**config.mk**
```make
export PLATFORM = sky130hd
export DESIGN_NAME = handshake_constant_arbiter_flat
export DESIGN_NICKNAME = d
export VERILOG_FILES = /design/src/rtl/handshake_constant_arbiter_if.sv /design/src/rtl/handshake_constant_arbiter.sv /design/src/flat_wrapper.sv
export SDC_FILE = /design/constraint.sdc
export NUM_CORES = 1
export LEC_CHECK = 0
export CELL_PAD_IN_SITES_DETAIL_PLACEMENT = 1
export CELL_PAD_IN_SITES_GLOBAL_PLACEMENT = 2
export CORE_MARGIN = 8
export CORE_UTILIZATION = 18
export DETAILED_ROUTE_END_ITERATION = 10
export GPL_ROUTABILITY_DRIVEN = 1
export PLACE_DENSITY_LB_ADDON = 0.1
export SLEW_MARGIN = 0
export SYNTH_ARGS = -nofsm -noshare
export SYNTH_HDL_FRONTEND = slang
export SYNTH_SLANG_ARGS = --single-unit
```
**constraint.sdc**
```tcl
create_clock -name clk -period 2.91 [get_ports clk]
set_clock_uncertainty 0.1 [all_clocks]
set_input_delay 0.873 -clock clk [delete_from_list [all_inputs] [get_ports clk]]
set_output_delay 0.873 -clock clk [all_outputs]
set_load 0.02 [all_outputs]
```
**src/rtl/handshake_constant_arbiter_if.sv**
```systemverilog
// Handshake bundle for handshake_constant_arbiter: requester control tokens
// in, constant token plus requester tag out.
// master: the arbiter side. slave: the requester/downstream side.
interface handshake_constant_arbiter_if #(
  parameter int DATA_WIDTH = 32,
  parameter int NUM_REQ    = 4
);
  localparam int TAG_WIDTH = $clog2(NUM_REQ);

  logic [NUM_REQ-1:0]    ctrl_valid;
  logic [NUM_REQ-1:0]    ctrl_ready;
  logic [DATA_WIDTH-1:0] outs;
  logic [TAG_WIDTH-1:0]  outs_tag;
  logic                  outs_valid;
  logic                  outs_ready;

  modport master (
    input  ctrl_valid,
    output ctrl_ready,
    output outs,
    output outs_tag,
    output outs_valid,
    input  outs_ready
  );

  modport slave (
    output ctrl_valid,
    input  ctrl_ready,
    input  outs,
    input  outs_tag,
    input  outs_valid,
    output outs_ready
  );
endinterface

```
**src/rtl/handshake_constant_arbiter.sv**
```systemverilog
// handshake_constant_arbiter: one elastic constant source shared by NUM_REQ
// control channels. A round-robin arbiter accepts at most one token per
// cycle into a one-entry output register that carries CONST_VALUE and the
// winning requester's index as a tag.
// Optional build macro HANDSHAKE_CONST_ARB_FIXED_PRIO_EN: drop the
// round-robin pointer and grant the lowest valid index instead.
module handshake_constant_arbiter #(
  parameter int          DATA_WIDTH  = 32,
  parameter int          NUM_REQ     = 4,
  parameter logic [31:0] CONST_VALUE = 32'h04AA001B
) (
  input logic                          clk,
  input logic                          rst,
  handshake_constant_arbiter_if.master bus
);
  localparam int TAG_WIDTH = $clog2(NUM_REQ);
  localparam logic [TAG_WIDTH-1:0] LAST_IDX = TAG_WIDTH'(NUM_REQ - 1);

  logic                 full;
  logic [TAG_WIDTH-1:0] tag_q;
  logic [TAG_WIDTH-1:0] grant;
  logic                 grant_found;
  logic                 space;
  logic                 accept;
  logic [NUM_REQ-1:0]   ready;

  assign space  = !full || bus.outs_ready;
  assign accept = |ready;

`ifndef HANDSHAKE_CONST_ARB_FIXED_PRIO_EN
  logic [TAG_WIDTH-1:0] ptr;

  // Round-robin search: first valid index at ptr, ptr+1, ... mod NUM_REQ.
  always_comb begin
    int unsigned idx;
    idx         = 0;
    grant_found = 1'b0;
    grant       = '0;
    for (int unsigned k = 0; k < NUM_REQ; k++) begin
      idx = 32'(ptr) + k;
      if (idx >= NUM_REQ) idx = idx - NUM_REQ;
      if (!grant_found && bus.ctrl_valid[TAG_WIDTH'(idx)]) begin
        grant_found = 1'b1;
        grant       = TAG_WIDTH'(idx);
      end
    end
  end

  // Pointer moves just past the accepted requester, wrapping explicitly so
  // non-power-of-two NUM_REQ never reaches an unused index.
  always_ff @(posedge clk or negedge rst) begin
    if (!rst) begin
      ptr <= '0;
    end else if (accept) begin
      ptr <= (grant == LAST_IDX) ? '0 : grant + TAG_WIDTH'(1);
    end
  end
`else
  // Fixed priority: lowest valid index wins.
  always_comb begin
    grant_found = 1'b0;
    grant       = '0;
    for (int unsigned k = 0; k < NUM_REQ; k++) begin
      if (!grant_found && bus.ctrl_valid[k]) begin
        grant_found = 1'b1;
        grant       = TAG_WIDTH'(k);
      end
    end
  end
`endif

  // One-hot accept for the granted requester; held at zero while in reset.
  always_comb begin
    ready = '0;
    for (int unsigned i = 0; i < NUM_REQ; i++) begin
      ready[i] = rst && space && grant_found && (grant == TAG_WIDTH'(i));
    end
  end

  // Output register: fill on accept, empty on drain without a refill.
  always_ff @(posedge clk or negedge rst) begin
    if (!rst) begin
      full  <= 1'b0;
      tag_q <= '0;
    end else if (accept) begin
      full  <= 1'b1;
      tag_q <= grant;
    end else if (bus.outs_ready) begin
      full  <= 1'b0;
    end
  end

  assign bus.ctrl_ready = ready;
  assign bus.outs       = DATA_WIDTH'(CONST_VALUE);
  assign bus.outs_tag   = tag_q;
  assign bus.outs_valid = full;

endmodule

```
**src/flat_wrapper.sv**
```systemverilog
// flat-port wrapper written by rule: the top's interface ports become plain ports
module handshake_constant_arbiter_flat 
#(
  parameter int          DATA_WIDTH  = 32,
  parameter int          NUM_REQ     = 4,
  parameter logic [31:0] CONST_VALUE = 32'h04AA001B
)
  (clk, rst, bus_ctrl_valid, bus_ctrl_ready, bus_outs, bus_outs_tag, bus_outs_valid, bus_outs_ready);
  handshake_constant_arbiter_if #(.DATA_WIDTH(DATA_WIDTH), .NUM_REQ(NUM_REQ)) bus_i ();
  input logic clk;
  input logic rst;
  input wire logic [$bits(bus_i.ctrl_valid)-1:0] bus_ctrl_valid;
  output wire logic [$bits(bus_i.ctrl_ready)-1:0] bus_ctrl_ready;
  output wire logic [$bits(bus_i.outs)-1:0] bus_outs;
  output wire logic [$bits(bus_i.outs_tag)-1:0] bus_outs_tag;
  output wire logic [$bits(bus_i.outs_valid)-1:0] bus_outs_valid;
  input wire logic [$bits(bus_i.outs_ready)-1:0] bus_outs_ready;
  assign bus_i.ctrl_valid = bus_ctrl_valid;
  assign bus_ctrl_ready = bus_i.ctrl_ready;
  assign bus_outs = bus_i.outs;
  assign bus_outs_tag = bus_i.outs_tag;
  assign bus_outs_valid = bus_i.outs_valid;
  assign bus_i.outs_ready = bus_outs_ready;
  handshake_constant_arbiter #(.DATA_WIDTH(DATA_WIDTH), .NUM_REQ(NUM_REQ), .CONST_VALUE(CONST_VALUE)) u_core (.clk(clk), .rst(rst), .bus(bus_i));
endmodule
```
==> out/metrics.csv, run 1 <==
stage,metric,value,unit
floorplanning,initial core utilization,0.189,
floorplanning,Site Rows,22,
global_route,GRT Util Overall,0.0652,
route,DRC viols,0,
finish,"commonest non-fill, non-tap cell in the layout",conb_1,
cts,CTS HTree Levels,1,
hold_path,worst min path class,reg -> reg,
route,WL final,1930,um
worst_setup_path,highest cell delay on the worst timing path,250,ps
floorplanning,die width,78.3,um
floorplanning,Die Y,78.3,um
sta,Setup TNS,-265,ps
cts,"Clk Latency, worst-skew pair",220,ps
power_and_ir_drop,Logic pwr share,0.692,
yosys,Synth Register Bits,5,
floorplanning,Die Area,6130,um2
worst_setup_path,Crit Path Class,in -> out,
yosys,Synth area leaders,"buf_4 34%, dfrtp_1 18%, ha_1 7.2%",
outcome,status,"finished, violations left",
cts,CTS tree,yes,
global_route,largest net degree at the start of global routing,8,
yosys,Yosys cell types,30,
yosys,sequential area share after synthesis,0.179,
sta,RSZ-0062 raised after global routing,true,
yosys,Synth area leader,buf_4,
worst_setup_path,worst r2r path cells,9,
worst_setup_path,"Critical Path, Cell by Cell",buf_8 > or2b_1 > a21o_1 > and3_4 > ha_4 > and2_4 > buf_6,
worst_setup_path,Critical Path End Type,primary output,
cts,Root Driver,clkbuf_8,
sta,"Period Utilization, post-route",1.03,
power_and_ir_drop,maximum vdd ir drop,166,uV
sta,fmax,335,MHz
global_route,initial antenna violation count,0,
cts,Worst-path clk slew,40,ps
yosys,Yosys warning count,0,
finish,area delta synth->final,60.2,%
sta,Max Slew Vio Count,0,
yosys,Post-Syn Area,698,um2
finish,filler cell count in the final layout,452,
worst_setup_path,critical path arrival,2010,ps
finish,layout cells sized above 1,0.500,
floorplanning,core footprint,3690,um2
sta,Setup WS post-layout,-74.1,ps
route,Final ANT Viol Nets,0,
finish,final non-filler cell total,166,
worst_setup_path,CP endpoint,bus_ctrl_ready[3],
power_and_ir_drop,switching pwr,0.350,mW
placed_design,DP Worst Slack,-1220,ps
placed_design,Placed Instances,154,
cts,# clock sinks,5,
yosys,post-synth top area share,0.344,
cts,CTS Hold Bufs,0,
yosys,Syn Inst Count,80,
worst_setup_path,Critical Path RT,1940,ps
global_route,total congestion overflow,0,
worst_setup_path,RR Startpoint,u_core.ptr[0],
power_and_ir_drop,clock share of power,0.153,
global_route,vias in the first global route,681,
placed_design,I/O Buffers,13,
finish,Final #Nets,130,
power_and_ir_drop,total power,0.859,mW
worst_setup_path,Setup crit start kind,input port,
route,routed len/inst,11.6,um
placed_design,hpwl dp,1600,um
route,routed via count,593,
power_and_ir_drop,Seq pwr share,0.155,
worst_setup_path,worst setup path startpoint,bus_ctrl_valid[0],
route,1st-iter DRT viols,23,
finish,most frequent cells in the layout,"32 x conb_1, 22 x buf_4, 5 x clkdlybuf4s50_1, 5 x buf_6, 5 x dfrtp_1",
worst_setup_path,RR Endpoint,u_core.ptr[0],
yosys,Syn Area/Cell,8.73,um2
worst_setup_path,worst reg-to-reg setup slack,350,ps
global_route,first-pass GRT wire length,3240,um
power_and_ir_drop,pwr dens,768,nW/um2
sta,Finish-stage setup viols,4,
power_and_ir_drop,Pint,0.509,mW
cts,Max clock buf depth,2,
route,1st-pass router iterations,2,
outcome,failing checks,setup timing,
power_and_ir_drop,switching part of the total,0.408,
cts,CTS buffer count,3,
worst_setup_path,"critical path fanouts, max",3,
power_and_ir_drop,P_leak,0.526,nW
worst_setup_path,CP max stage cell,or2b_1,
route,Via-to-Cell Ratio,3.57,
floorplanning,top-level port count,46,
finish,n_diodes,0,
sta,final hold viol count,0,
placed_design,gpl congestion,0.726,
sta,minimum clock period,2980,ps
finish,"Core Util, Final",0.303,
flow_run,max-cap violation count,0,
critical path, delay by kind of cell:
family          cells  cell delay, ps
simple gates        3             580
compound gates      1             200
buf+inv             2             190
fa+ha+maj           1             160
cells by family after synthesis:
| logic type | synth area share |
|---|---|
| other cells | 0.0108 |
| fa+ha+maj | 0.0717 |
| mux | 0.0215 |
| compound gates | 0.116 |
| buf+inv | 0.355 |
| simple gates | 0.246 |
| flops | 0.179 |
layout make-up:
| class | count | area (um2) | area share |
|---|---|---|---|
| repair buffers | 36 | 312 | 0.279 |
| flip-flops and latches | 5 | 125 | 0.112 |
| inverters | 2 | 7.51 | 0.00671 |
| clock buffers | 4 | 45.0 | 0.0403 |
| well taps | 48 | 60.1 | 0.0537 |
| multi-input cells | 71 | 569 | 0.509 |
how the worst min path moves through the flow:
stage          cells past startpoint  slack, ps                      to                    from
2_1_floorplan                      1        450           u_core.ptr[1]           u_core.ptr[1]
3_3_place_gp                       2        420  u_core.bus.outs_tag[1]  u_core.bus.outs_tag[1]
3_5_place_dp                       2        430  u_core.bus.outs_tag[1]  u_core.bus.outs_tag[1]
4_1_cts                            2        440  u_core.bus.outs_tag[1]  u_core.bus.outs_tag[1]
5_1_grt                            2        460  u_core.bus.outs_tag[1]  u_core.bus.outs_tag[1]
6_report                           2        420  u_core.bus.outs_tag[1]  u_core.bus.outs_tag[1]
cell usage after synthesis, drive strengths merged:
master   n
a311oi   1
a21o     1
or2b     1
nor2b    3
or2      2
o41a     1
nor2     1
and3     1
o21ai    1
or4      2
mux2     1
nand2b   2
inv      2
nand4    1
ha       4
o31ai    1
o41ai    1
a41o     1
a41oi    2
nand2    2
a21oi    1
buf     32
and2     4
conb     2
dfrtp    5
nor4     3
nand3    1
nor3     1
metal layers:
layer | global-route usage | up-vias | share of wire
met3 | 0.0285 | 4 | 0.091
met5 | 0 | - | 0
li1 | - | 287 | -
met4 | 0.0278 | 0 | 0.017
met2 | 0.100 | 30 | 0.48
met1 | 0.0770 | 272 | 0.42
repair_timing:
item,CTS,global route
pin swaps,9,4
buffers inserted,5,3
resized for setup,69,5
endpoints found under the setup margin,9,4
flip-flops by register name (all words and copies together) (netlist names):
name and flops:
u_core.ptr 2, u_core.bus.outs_valid 1, u_core.bus.outs_tag 2
power by group through the flow:
| stage | Combinational [mW] | Clock [mW] | Sequential, mW |
|---|---|---|---|
| 6_report | 0.595 | 0.131 | 0.133 |
| 5_1_grt | 0.643 | 0.140 | 0.140 |
| 4_1_cts | 0.563 | 0.136 | 0.132 |
| 3_5_place_dp | 0.455 | 0 | 0.129 |
| 3_3_place_gp | 0.456 | 0 | 0.127 |
| 2_1_floorplan | 0.263 | 0 | 0.151 |
per-stage QoR:
stage,hold slack (ps),instance area [um2]
final,425,1120
after global routing,462,1120
after CTS,441,1070
after detailed placement,433,873
after global placement,422,873
after floorplan,447,811
(Power assumes the default switching activity.)
==> run 2, diff against run 1 <==
--- a/config.mk
+++ b/config.mk
@@ -5,10 +5,11 @@
 export SDC_FILE = /design/constraint.sdc
 export NUM_CORES = 1
 export LEC_CHECK = 0
+export CAP_MARGIN = 20
 export CELL_PAD_IN_SITES_DETAIL_PLACEMENT = 1
 export CELL_PAD_IN_SITES_GLOBAL_PLACEMENT = 2
 export CORE_MARGIN = 8
-export CORE_UTILIZATION = 18
+export CORE_UTILIZATION = 20
 export DETAILED_ROUTE_END_ITERATION = 10
 export GPL_ROUTABILITY_DRIVEN = 1
 export PLACE_DENSITY_LB_ADDON = 0.1
==> constraint.sdc (replaced) <==
create_clock -name clk -period 3.6 [get_ports clk]
set_clock_uncertainty 0.1 [all_clocks]
set_input_delay 1.08 -clock clk [delete_from_list [all_inputs] [get_ports clk]]
set_output_delay 1.08 -clock clk [all_outputs]
set_load 0.02 [all_outputs]
==> run 2 against run 1 <==
Against the previous run:
- the flow now finishes without violations
- clock-buffer cell count did not move
- register-to-register slack improved by 760 ps
- sequential share of layout area rose by 1.2 points
- largest cell class unchanged
- final cell count fell by 4.2%
- clock power fell by 50%
- via count fell by 4.2%
- core utilization fell by 0.067 points
- total power fell by 28%
- non-clock buffer count fell by 5
- flip-flop and latch count did not move
- worst setup slack improved by 150 ps
==> out/metrics.csv, run 2 (synthesized netlist as in run 1, its figures left out) <==
stage,metric,value,unit
worst_setup_path,Critical Path RT,2420,ps
global_route,total congestion overflow,0,
sta,minimum clock period,3520,ps
floorplanning,Die Y,75.1,um
sta,"Period Utilization, post-route",0.978,
finish,most frequent cells in the layout,"32 x conb_1, 17 x buf_4, 5 x clkdlybuf4s50_1, 5 x buf_6, 5 x dfrtp_1",
worst_setup_path,"Critical Path, Cell by Cell",buf_2 > nor2b_2 > a311oi_2 > buf_4 > or2_4 > ha_4 > and2_1 > buf_6,
finish,filler cell count in the final layout,399,
finish,"commonest non-fill, non-tap cell in the layout",conb_1,
global_route,GRT Util Overall,0.0688,
finish,layout cells sized above 1,0.425,
hold_path,worst min path class,reg -> reg,
global_route,initial antenna violation count,0,
finish,n_diodes,0,
placed_design,Post-DP Area,863,um2
route,routed via count,568,
cts,CTS HTree Levels,1,
floorplanning,Die Area,5640,um2
global_route,largest net degree at the start of global routing,8,
placed_design,hpwl dp,1600,um
power_and_ir_drop,P_leak,0.475,nW
route,DRC viols,0,
sta,fmax,284,MHz
worst_setup_path,Critical Path End Type,primary output,
placed_design,I/O Buffers,13,
cts,Root Driver,clkbuf_4,
floorplanning,Site Rows,21,
finish,Final #Nets,125,
worst_setup_path,"critical path fanouts, max",5,
cts,Max clock buf depth,2,
route,WL final,1890,um
route,met2 wire length,1000,um
finish,"Core Util, Final",0.303,
sta,final hold viol count,0,
route,routed len/inst,11.9,um
floorplanning,initial core utilization,0.209,
route,Top Metal Used,met3,
placed_design,gpl congestion,0.821,
route,routed length on met3,161,um
route,1st-pass router iterations,4,
cts,Worst-path clk slew,40,ps
worst_setup_path,Crit Path Class,in -> out,
outcome,status,finished clean,
power_and_ir_drop,switching pwr,0.268,mW
sta,Max Slew Vio Count,0,
worst_setup_path,Bufs and invs on worst path,3,
power_and_ir_drop,Pint,0.348,mW
floorplanning,core footprint,3340,um2
global_route,vias in the first global route,674,
power_and_ir_drop,clock share of power,0.105,
placed_design,Placed Instances,151,
global_route,first-pass GRT wire length,2990,um
power_and_ir_drop,switching part of the total,0.435,
route,M1 wire length,728,um
route,1st-iter DRT viols,11,
worst_setup_path,CP max stage cell,or2_4,
floorplanning,die width,75.1,um
worst_setup_path,critical path arrival,2340,ps
flow_run,max-cap violation count,0,
cts,CTS buffer count,3,
floorplanning,top-level port count,46,
sta,Finish-stage setup viols,0,
finish,final instance area,1010,um2
cts,# clock sinks,5,
power_and_ir_drop,maximum vdd ir drop,92.8,uV
worst_setup_path,highest cell delay on the worst timing path,250,ps
finish,final non-filler cell total,159,
worst_setup_path,"Largest delay share family, worst path",simple AND/OR/NAND/NOR gates,
cts,CTS tree,yes,
route,Via-to-Cell Ratio,3.57,
sta,RSZ-0062 raised after global routing,false,
power_and_ir_drop,Logic pwr share,0.716,
route,Final ANT Viol Nets,0,
finish,area delta synth->final,44.6,%
worst_setup_path,Setup crit start kind,input port,
power_and_ir_drop,Seq pwr share,0.179,
cts,"Clk Latency, worst-skew pair",240,ps
power_and_ir_drop,pwr dens,610,nW/um2
## run 2: cell count changes in the layout (fill, tap and decap cells not counted), sizes merged
cell | previous run | this run
buf | 31 | 24
clkbuf | 4 | 5
clkdlybuf4s15 | 0 | 1
## run 2: metrics by stage
stage	total power, mW	worst slack [ps]	hold slack, ps	setup TNS (ps)
floorplan	0.334	322	447	0
global placement	0.461	-834	400	-3380
detailed placement	0.463	-837	407	-3460
CTS	0.615	20.3	417	0
global route	0.666	10.3	438	0
finish	0.616	78.6	410	0
## run 2: worst paths after layout
path,endpoint,slack [ps],startpoint,depth (start not counted)
min in group asynchronous,u_core.ptr[1],1040,rst,2
min reg2reg,u_core.bus.outs_tag[1],410,u_core.bus.outs_tag[1],2
max in group asynchronous,u_core.bus.outs_tag[1],2230,rst,2
min,u_core.bus.outs_tag[1],410,u_core.bus.outs_tag[1],2
max reg2reg,u_core.ptr[0],1110,u_core.ptr[0],8
max,bus_ctrl_ready[0],80,bus_ctrl_valid[2],8
## run 2: repair_timing
item	4_1_cts	5_1_grt
gates resized for setup	52	6
pin swaps	9	4
buffers inserted	4	0
endpoints found under the setup margin	4	4
gates cloned	0	0
hold buffers	0	0
## run 2: layer usage
layer / vias up / global-route usage
li1: 278 / -
met1: 266 / 0.0726
met2: 24 / 0.123
met3: 0 / 0.0186
met4: 0 / 0.0326
met5: - / 0
## run 2: layout make-up
type,instances,area (um2),area share
clock buffer,4,26.3,0.0260
timing repair buffer,31,259,0.257
sequential,5,125,0.124
tap,46,57.6,0.0570
inverter,2,7.51,0.00743
multi-input combinational,71,534,0.529
## run 2: power groups by stage
| stage | Combinational [mW] | Clock, mW | Sequential [mW] |
|---|---|---|---|
| final | 0.441 | 0.0650 | 0.110 |
| after global placement | 0.353 | 0 | 0.108 |
| after CTS | 0.434 | 0.0697 | 0.111 |
| after floorplan | 0.212 | 0 | 0.122 |
| after detailed placement | 0.355 | 0 | 0.108 |
| after global routing | 0.478 | 0.0722 | 0.116 |
## run 2: worst register-to-register path: cells and delay by family (launching register included)
family	cells	cell delay, ps
and+or+nand+nor	3	1040
buffers and inverters	1	130
adders and majority gates	1	160
DFF	1	410
AOI/OAI and AO/OA	3	510
==> run 3, diff against run 2 <==
--- a/config.mk
+++ b/config.mk
@@ -10,6 +10,7 @@
 export CELL_PAD_IN_SITES_GLOBAL_PLACEMENT = 2
 export CORE_MARGIN = 8
 export CORE_UTILIZATION = 20
+export CTS_CLUSTER_DIAMETER = 120
 export DETAILED_ROUTE_END_ITERATION = 10
 export GPL_ROUTABILITY_DRIVEN = 1
 export PLACE_DENSITY_LB_ADDON = 0.1
==> results of run 3 <==
Same layout as run 2: the final DEF is identical, and so are final timing and power.
